==> src/rtl/riscv_mem_pkg.sv <==
// riscv_mem_pkg: shared definitions for the data memory unit.
// Holds the RV32 load/store funct3 codes, the fault codes reported with a
// response, the FSM state type, the latched request record and the
// load-data extension helper.
`timescale 1ns/1ps
package riscv_mem_pkg;

  // Load funct3 codes
  localparam logic [2:0] F3_LB  = 3'b000;
  localparam logic [2:0] F3_LH  = 3'b001;
  localparam logic [2:0] F3_LW  = 3'b010;
  localparam logic [2:0] F3_LBU = 3'b100;
  localparam logic [2:0] F3_LHU = 3'b101;

  // Store funct3 codes
  localparam logic [2:0] F3_SB = 3'b000;
  localparam logic [2:0] F3_SH = 3'b001;
  localparam logic [2:0] F3_SW = 3'b010;

  // Fault codes
  localparam logic [1:0] FAULT_NONE       = 2'd0;
  localparam logic [1:0] FAULT_MISALIGNED = 2'd1;
  localparam logic [1:0] FAULT_RANGE      = 2'd2;
  localparam logic [1:0] FAULT_SIZE       = 2'd3;

  typedef enum logic [1:0] {
    IDLE = 2'd0,
    WAIT = 2'd1,
    RESP = 2'd2
  } state_t;

  typedef struct packed {
    logic        write;
    logic [2:0]  funct3;
    logic [31:0] address;
    logic [31:0] write_data;
  } mem_req_t;

  // Pick the addressed byte/half out of a word and extend it per funct3.
  function automatic logic [31:0] load_extend(input logic [31:0] word,
                                              input logic [2:0]  funct3,
                                              input logic [1:0]  offset);
    logic [7:0]  b;
    logic [15:0] h;
    logic [31:0] r;
    case (offset)
      2'd0:    b = word[7:0];
      2'd1:    b = word[15:8];
      2'd2:    b = word[23:16];
      2'd3:    b = word[31:24];
      default: b = 8'h00;
    endcase
    h = offset[1] ? word[31:16] : word[15:0];
    case (funct3)
      F3_LB:   r = {{24{b[7]}}, b};
      F3_LH:   r = {{16{h[15]}}, h};
      F3_LW:   r = word;
      F3_LBU:  r = {24'h000000, b};
      F3_LHU:  r = {16'h0000, h};
      default: r = 32'h0000_0000;
    endcase
    return r;
  endfunction

endpackage

==> src/rtl/dm_byte_lane_ram.sv <==
// dm_byte_lane_ram: DEPTH_WORDS x 32-bit storage, byte-lane writes.
// Ports:
//   clock      - write clock
//   addr       - word index (shared by read and write)
//   we         - write strobe
//   be         - per-byte lane enables, bit i -> bits [8i+7:8i]
//   write_data - lane-aligned write data
//   read_data  - asynchronous read of the word at addr
// Contents are not reset.
`timescale 1ns/1ps
module dm_byte_lane_ram #(
  parameter int DEPTH_WORDS = 64,
  localparam int AW = $clog2(DEPTH_WORDS)
) (
  input  logic          clock,
  input  logic [AW-1:0] addr,
  input  logic          we,
  input  logic [3:0]    be,
  input  logic [31:0]   write_data,
  output logic [31:0]   read_data
);

  logic [31:0] mem [DEPTH_WORDS];

  always_ff @(posedge clock) begin
    if (we) begin
      for (int i = 0; i < 4; i++) begin
        if (be[i]) mem[addr][8*i +: 8] <= write_data[8*i +: 8];
      end
    end
  end

  assign read_data = mem[addr];

endmodule

==> src/rtl/data_memory_unit.sv <==
// data_memory_unit: handshaked RV32 load/store data memory.
// Ports:
//   clock, reset_n          - clock, synchronous active-low reset
//   req_valid/req_ready     - request handshake
//   req_write, req_funct3   - store/load and RV32 size/sign code
//   req_address             - byte address
//   req_write_data          - right-aligned store data
//   resp_valid/resp_ready   - response handshake
//   resp_read_data          - extended load data (0 for stores/faults)
//   resp_fault(_code)       - rejection flag and reason
// A request is latched in IDLE, optionally delayed in WAIT, and completed in
// RESP. The first RESP edge commits the store / captures the load data and
// raises resp_valid; the fields are then held until the handshake.
`timescale 1ns/1ps
module data_memory_unit
  import riscv_mem_pkg::*;
#(
  parameter int DEPTH_WORDS = 64,
  parameter int WAIT_CYCLES = 0
) (
  input  logic        clock,
  input  logic        reset_n,
  input  logic        req_valid,
  output logic        req_ready,
  input  logic        req_write,
  input  logic [2:0]  req_funct3,
  input  logic [31:0] req_address,
  input  logic [31:0] req_write_data,
  output logic        resp_valid,
  input  logic        resp_ready,
  output logic [31:0] resp_read_data,
  output logic        resp_fault,
  output logic [1:0]  resp_fault_code
);

  localparam int AW = $clog2(DEPTH_WORDS);

  state_t      state;
  logic [3:0]  count;
  mem_req_t    req_q;
  logic [1:0]  fault_code;
  logic [3:0]  lane_be;
  logic [31:0] lane_data;
  logic [31:0] ram_rdata;
  logic        ram_we;

  // Gated with reset so the unit never advertises readiness while held in reset.
  assign req_ready = (state == IDLE) && reset_n;

  // Fault classification of the latched request, highest priority first.
  always_comb begin
    logic illegal;
    logic misaligned;
    logic out_range;
    fault_code = FAULT_NONE;
    if (req_q.write) begin
      illegal = !(req_q.funct3 inside {F3_SB, F3_SH, F3_SW});
    end else begin
      illegal = !(req_q.funct3 inside {F3_LB, F3_LH, F3_LW, F3_LBU, F3_LHU});
    end
    misaligned = ((req_q.funct3[1:0] == 2'b01) && req_q.address[0]) ||
                 ((req_q.funct3[1:0] == 2'b10) && (req_q.address[1:0] != 2'b00));
    out_range  = req_q.address[31:2] >= 30'(DEPTH_WORDS);
    if (illegal) begin
      fault_code = FAULT_SIZE;
    end else if (misaligned) begin
      fault_code = FAULT_MISALIGNED;
    end else if (out_range) begin
      fault_code = FAULT_RANGE;
    end else begin
      fault_code = FAULT_NONE;
    end
  end

  // Store lane steering: replicate the data and enable only addressed lanes.
  always_comb begin
    lane_be   = 4'b0000;
    lane_data = req_q.write_data;
    case (req_q.funct3)
      F3_SB: begin
        lane_be   = 4'b0001 << req_q.address[1:0];
        lane_data = {4{req_q.write_data[7:0]}};
      end
      F3_SH: begin
        lane_be   = req_q.address[1] ? 4'b1100 : 4'b0011;
        lane_data = {2{req_q.write_data[15:0]}};
      end
      F3_SW: begin
        lane_be   = 4'b1111;
        lane_data = req_q.write_data;
      end
      default: begin
        lane_be   = 4'b0000;
        lane_data = req_q.write_data;
      end
    endcase
  end

  // The commit edge is the first RESP cycle, before resp_valid is raised.
  assign ram_we = (state == RESP) && !resp_valid && req_q.write &&
                  (fault_code == FAULT_NONE);

  dm_byte_lane_ram #(.DEPTH_WORDS(DEPTH_WORDS)) u_ram (
    .clock      (clock),
    .addr       (req_q.address[AW+1:2]),
    .we         (ram_we),
    .be         (lane_be),
    .write_data (lane_data),
    .read_data  (ram_rdata)
  );

  // Request/response FSM with registered response fields.
  always_ff @(posedge clock) begin
    if (!reset_n) begin
      state           <= IDLE;
      count           <= 4'd0;
      req_q           <= '0;
      resp_valid      <= 1'b0;
      resp_read_data  <= 32'h0000_0000;
      resp_fault      <= 1'b0;
      resp_fault_code <= FAULT_NONE;
    end else begin
      case (state)
        IDLE: begin
          if (req_valid) begin
            req_q <= '{write: req_write, funct3: req_funct3,
                       address: req_address, write_data: req_write_data};
            if (WAIT_CYCLES > 0) begin
              state <= WAIT;
              count <= 4'(WAIT_CYCLES - 1);
            end else begin
              state <= RESP;
            end
          end
        end
        WAIT: begin
          if (count == 4'd0) state <= RESP;
          else               count <= count - 4'd1;
        end
        RESP: begin
          if (!resp_valid) begin
            resp_valid      <= 1'b1;
            resp_fault      <= (fault_code != FAULT_NONE);
            resp_fault_code <= fault_code;
            resp_read_data  <= (req_q.write || (fault_code != FAULT_NONE)) ?
                               32'h0000_0000 :
                               load_extend(ram_rdata, req_q.funct3, req_q.address[1:0]);
          end else if (resp_ready) begin
            resp_valid <= 1'b0;
            state      <= IDLE;
          end
        end
        default: state <= IDLE;
      endcase
    end
  end

endmodule

==> config.mk <==
export PLATFORM = sky130hd
export DESIGN_NAME = data_memory_unit
export DESIGN_NICKNAME = d
export VERILOG_FILES = /design/src/rtl/riscv_mem_pkg.sv /design/src/rtl/dm_byte_lane_ram.sv /design/src/rtl/data_memory_unit.sv
export SDC_FILE = /design/constraint.sdc
export NUM_CORES = 2
export LEC_CHECK = 0
export CAP_MARGIN = 30
export CORE_MARGIN = 2
export CORE_UTILIZATION = 40
export CTS_BUF_LIST = sky130_fd_sc_hd__clkbuf_16
export CTS_CLUSTER_DIAMETER = 120
export DETAILED_ROUTE_END_ITERATION = 6
export PLACE_DENSITY = 0.59
export SLEW_MARGIN = 20
export SYNTH_ARGS = -nofsm -noshare
export SYNTH_HDL_FRONTEND = slang
export SYNTH_SLANG_ARGS = --single-unit
==> constraint.sdc <==
create_clock -name clock -period 4.95 [get_ports clock]
set_input_delay 0.7425 -clock clock [delete_from_list [all_inputs] [get_ports clock]]
set_output_delay 0.7425 -clock clock [all_outputs]
set_load 0.01 [all_outputs]
==> results.py <==
metrics = {
    "power": {
        "irDropWorstVdd_uv": 387.0,
        "powerDensity_nw_per_um2": 388.5,
        "p_int_uw": 29640,
        "p_sw_frac": 0.2286,
        "pwr-share-seq": 0.529,
        "p_leak_uw": 0.03019,
        "switchingPower_uw": 8784,
        "combinationalPowerShare": 0.065,
        "clock_power_share": 0.406,
    },
    "clock_tree": {
        "htree_levels": 4,
        "clkTransAtPathRegs_ns": 0.06,
        "cts.sinks": 2159,
        "ctsResizeCount": 0,
        "cts_buffer_depth": 3,
        "insertion_delay_ns": 0.87,
        "cts_buffers": 216,
        "root_buffer": "clkbuf_16",
        "cts_tree": "built",
        "post_cts_buffers": 0,
        "hold_buffers": 0,
    },
    "global_routing": {
        "grt_pass1_vias": 44730,
        "antenna_found_initial": 16,
        "grt_pass1_wl_um": 354900,
        "gr-total-overflow": 0,
        "grt_use_total": 0.2341,
        "grt_max_degree": 93,
    },
    "timing": {
        "worst_pin_slew_ns": 1.118,
        "fmax_ghz": 0.2328,
        "timing.hold.ws_ns": 0.2813,
        "hold_viol_final": 0,
        "period_minus_slack_ns": 4.296,
        "post-route-period-util": 0.8678,
        "fin_setup_tns_ns": 0,
        "setup_violations": 0,
        "slew_headroom": 0.2499,
        "slew_viol_final": 0,
        "rsz0062_at_grt": "no",
        "fin_skew_ns": 0.03237,
    },
    "setup_path": {
        "end_kind": "flip-flop",
        "path_max_fanout": 34,
        "reg2reg_depth": 11,
        "startpoint_type": "flip-flop",
        "arrival_ns": 5.10,
        "path_class": "flip-flop to flip-flop",
        "worst-endpoint-required_ns": 5.75,
    },
    "place": {
        "gp_congestion": 0.9400,
        "port_buffers": 108,
        "dp_hpwl_um": 167800,
    },
    "yosys": {
        "ys_seq_area_frac": 0.7498,
        "postSynthAreaPerCell_um2": 19.75,
        "yosys_register_bits": 2159,
        "synthCells": 4302,
        "async_reset_ff_frac": 0,
        "ys_types": 69,
        "synth_edf_count": 2048,
        "syn-num-nets": 4374,
        "synth_ff_type": "edfxtp_1",
        "yosys_warnings": 0,
        "netlist_area_um2": 84990,
    },
    "layout": {
        "drive_above_1_share": 0.2583,
        "syn2layout_area_growth_pct": 16.38,
        "multi_input_area_um2": 20010,
        "nets": 4870,
        "regArea_um2": 63750,
        "nFillCells": 17620,
    },
    "job": {
        "cap_violations": 0,
    },
    "floorplanning": {
        "die_area_um2": 216200,
        "coreArea_um2": 211700,
        "rows": 169,
        "start_util": 0.4015,
        "die_y_um": 464.9,
        "fp.dieW_um": 464.9,
        "pin_count": 109,
    },
    "drt": {
        "postRouteWirelength_um": 256000,
        "drt-initial-drc-count": 6798,
        "vias": 46220,
        "viasPerCell": 5.900,
        "ant_nets": 0,
        "drt-wirelength-per-cell_um": 32.68,
        "drc": 0,
        "firstDrtPassIters": 7,
    },
    "outcome": {
        "status": "finished clean",
    },
    "hold_path": {
        "hp-class": "input pin to flip-flop",
        "hold_depth": 2,
    },
}
## synth_stat cells (all sizes together), types with 6 or more instances
library cell | number | share of area
nor3b | 11 | 0.00097
a2111oi | 7 | 0.00072
clkbuf | 102 | 0.0046
a21oi | 47 | 0.0028
a31oi | 19 | 0.0014
and3 | 9 | 0.00066
o211ai | 8 | 0.00071
nand3b | 7 | 0.00062
nand4 | 7 | 0.00052
nand3 | 42 | 0.0025
mux2i | 149 | 0.018
o22ai | 18 | 0.0013
nand2b | 15 | 0.0011
nor4 | 12 | 0.00096
edfxtp | 2048 | 0.72
and3b | 6 | 0.00062
mux4 | 520 | 0.14
nand2 | 293 | 0.013
dfxtp | 111 | 0.026
a21boi | 68 | 0.0060
buf | 157 | 0.012
nor2b | 28 | 0.0021
a221oi | 11 | 0.0011
a22oi | 58 | 0.0051
mux2 | 38 | 0.0050
nor2 | 314 | 0.014
a211oi | 21 | 0.0019
o21ai | 54 | 0.0032
nor3 | 25 | 0.0015
and2 | 32 | 0.0024
## metal layers
layer	track usage	vias up	routed length, um
met5	0	-	40
met4	0.08515	8	9668
met3	0.05788	454	25430
met2	0.3563	2635	117600
met1	0.3280	24540	103300
li1	-	18590	-
## stage by stage
step | setup WS, ns | instances | total power (uW) | area [um2] | utilization
floorplan | 1.262 | 4302 | 22030 | 84990 | -
CTS | 0.6834 | 7788 | 38600 | 98610 | 0.4659
detailed placement | 0.7255 | 7390 | 23160 | 91850 | 0.4339
global placement | 0.6781 | 7382 | 23100 | 91700 | 0.4332
finish | 0.6542 | 7834 | 38430 | 98900 | 0.4673
global route | 0.4859 | 7800 | 39410 | 98820 | 0.4669
## cells in the final DEF, fill, tap and decap left out, drive strengths merged, types with 5 or more instances in the layout
master,count
nor2b,28
mux2,38
a221oi,11
clkdlybuf4s50,107
nor2,314
mux2i,149
o22ai,18
a31oi,19
clkinv,101
nor3,25
o21ai,54
clkbuf,218
nand2b,15
or2,5
diode,35
bufinv,11
nand4,7
a211oi,21
dfxtp,111
and3b,6
nand3b,7
clkinvlp,6
a22oi,58
a21boi,68
o211ai,8
edfxtp,2048
nor3b,11
and2,32
nand2,293
nor4,12
a22o,5
inv,67
buf,430
a2111oi,7
and3,9
a21oi,47
nand3,42
mux4,520
## final timing paths
kind	from	to	slack [ns]
hold reg to reg	req_q[22]	req_q[22]	0.46
setup reg to reg	flip-flop	resp_read_data[6]	0.65
setup / recovery	flip-flop	resp_read_data[6]	0.65
hold / removal	reset_n	req_q[2]	0.28
## critical path, cell delays in order (launching register included)
cell and delay (ns):
dfxtp_4 0.93, buf_12 0.29, buf_12 0.28, buf_4 0.28
mux4_2 0.23, o21ai_0 0.12, nor3_1 0.43, a21oi_1 0.15
a311oi_1 0.80, o2bb2a_1 0.31, a21oi_1 0.17, a221o_1 0.14
## state kept, by name (all words and copies together), names as in the netlist, named ones only
signal	count
u_ram.mem	2048
resp_valid	1
resp_read_data	32
req_q	68
resp_fault	1
resp_fault_code	2
state	1
## area by class of cell
type                       count  share of cell area
clock buffer                 218             0.05516
antenna                       35           0.0008855
timing repair buffer         537             0.04807
clock inverter               180             0.01317
inverter                       5           0.0001898
multi-input combinational   1879              0.2023
sequential                  2159              0.6446
tap                         2821             0.03569
## power groups by stage
stage	logic, uW	registers [uW]	clock network (uW)
after floorplan	1350	20700	0
after global routing	2590	20300	16500
after global placement	2390	20700	0
after CTS	2440	20300	15800
after detailed placement	2440	20700	0
final	2490	20300	15600
## cell families after synthesis
logic type	synth area share
and+or+nand+nor	0.04200
DFF	0.7498
AOI/OAI and AO/OA	0.02906
buffers and inverters	0.01730
muxes	0.1618
No activity file was read; power rests on OpenSTA's default activity.
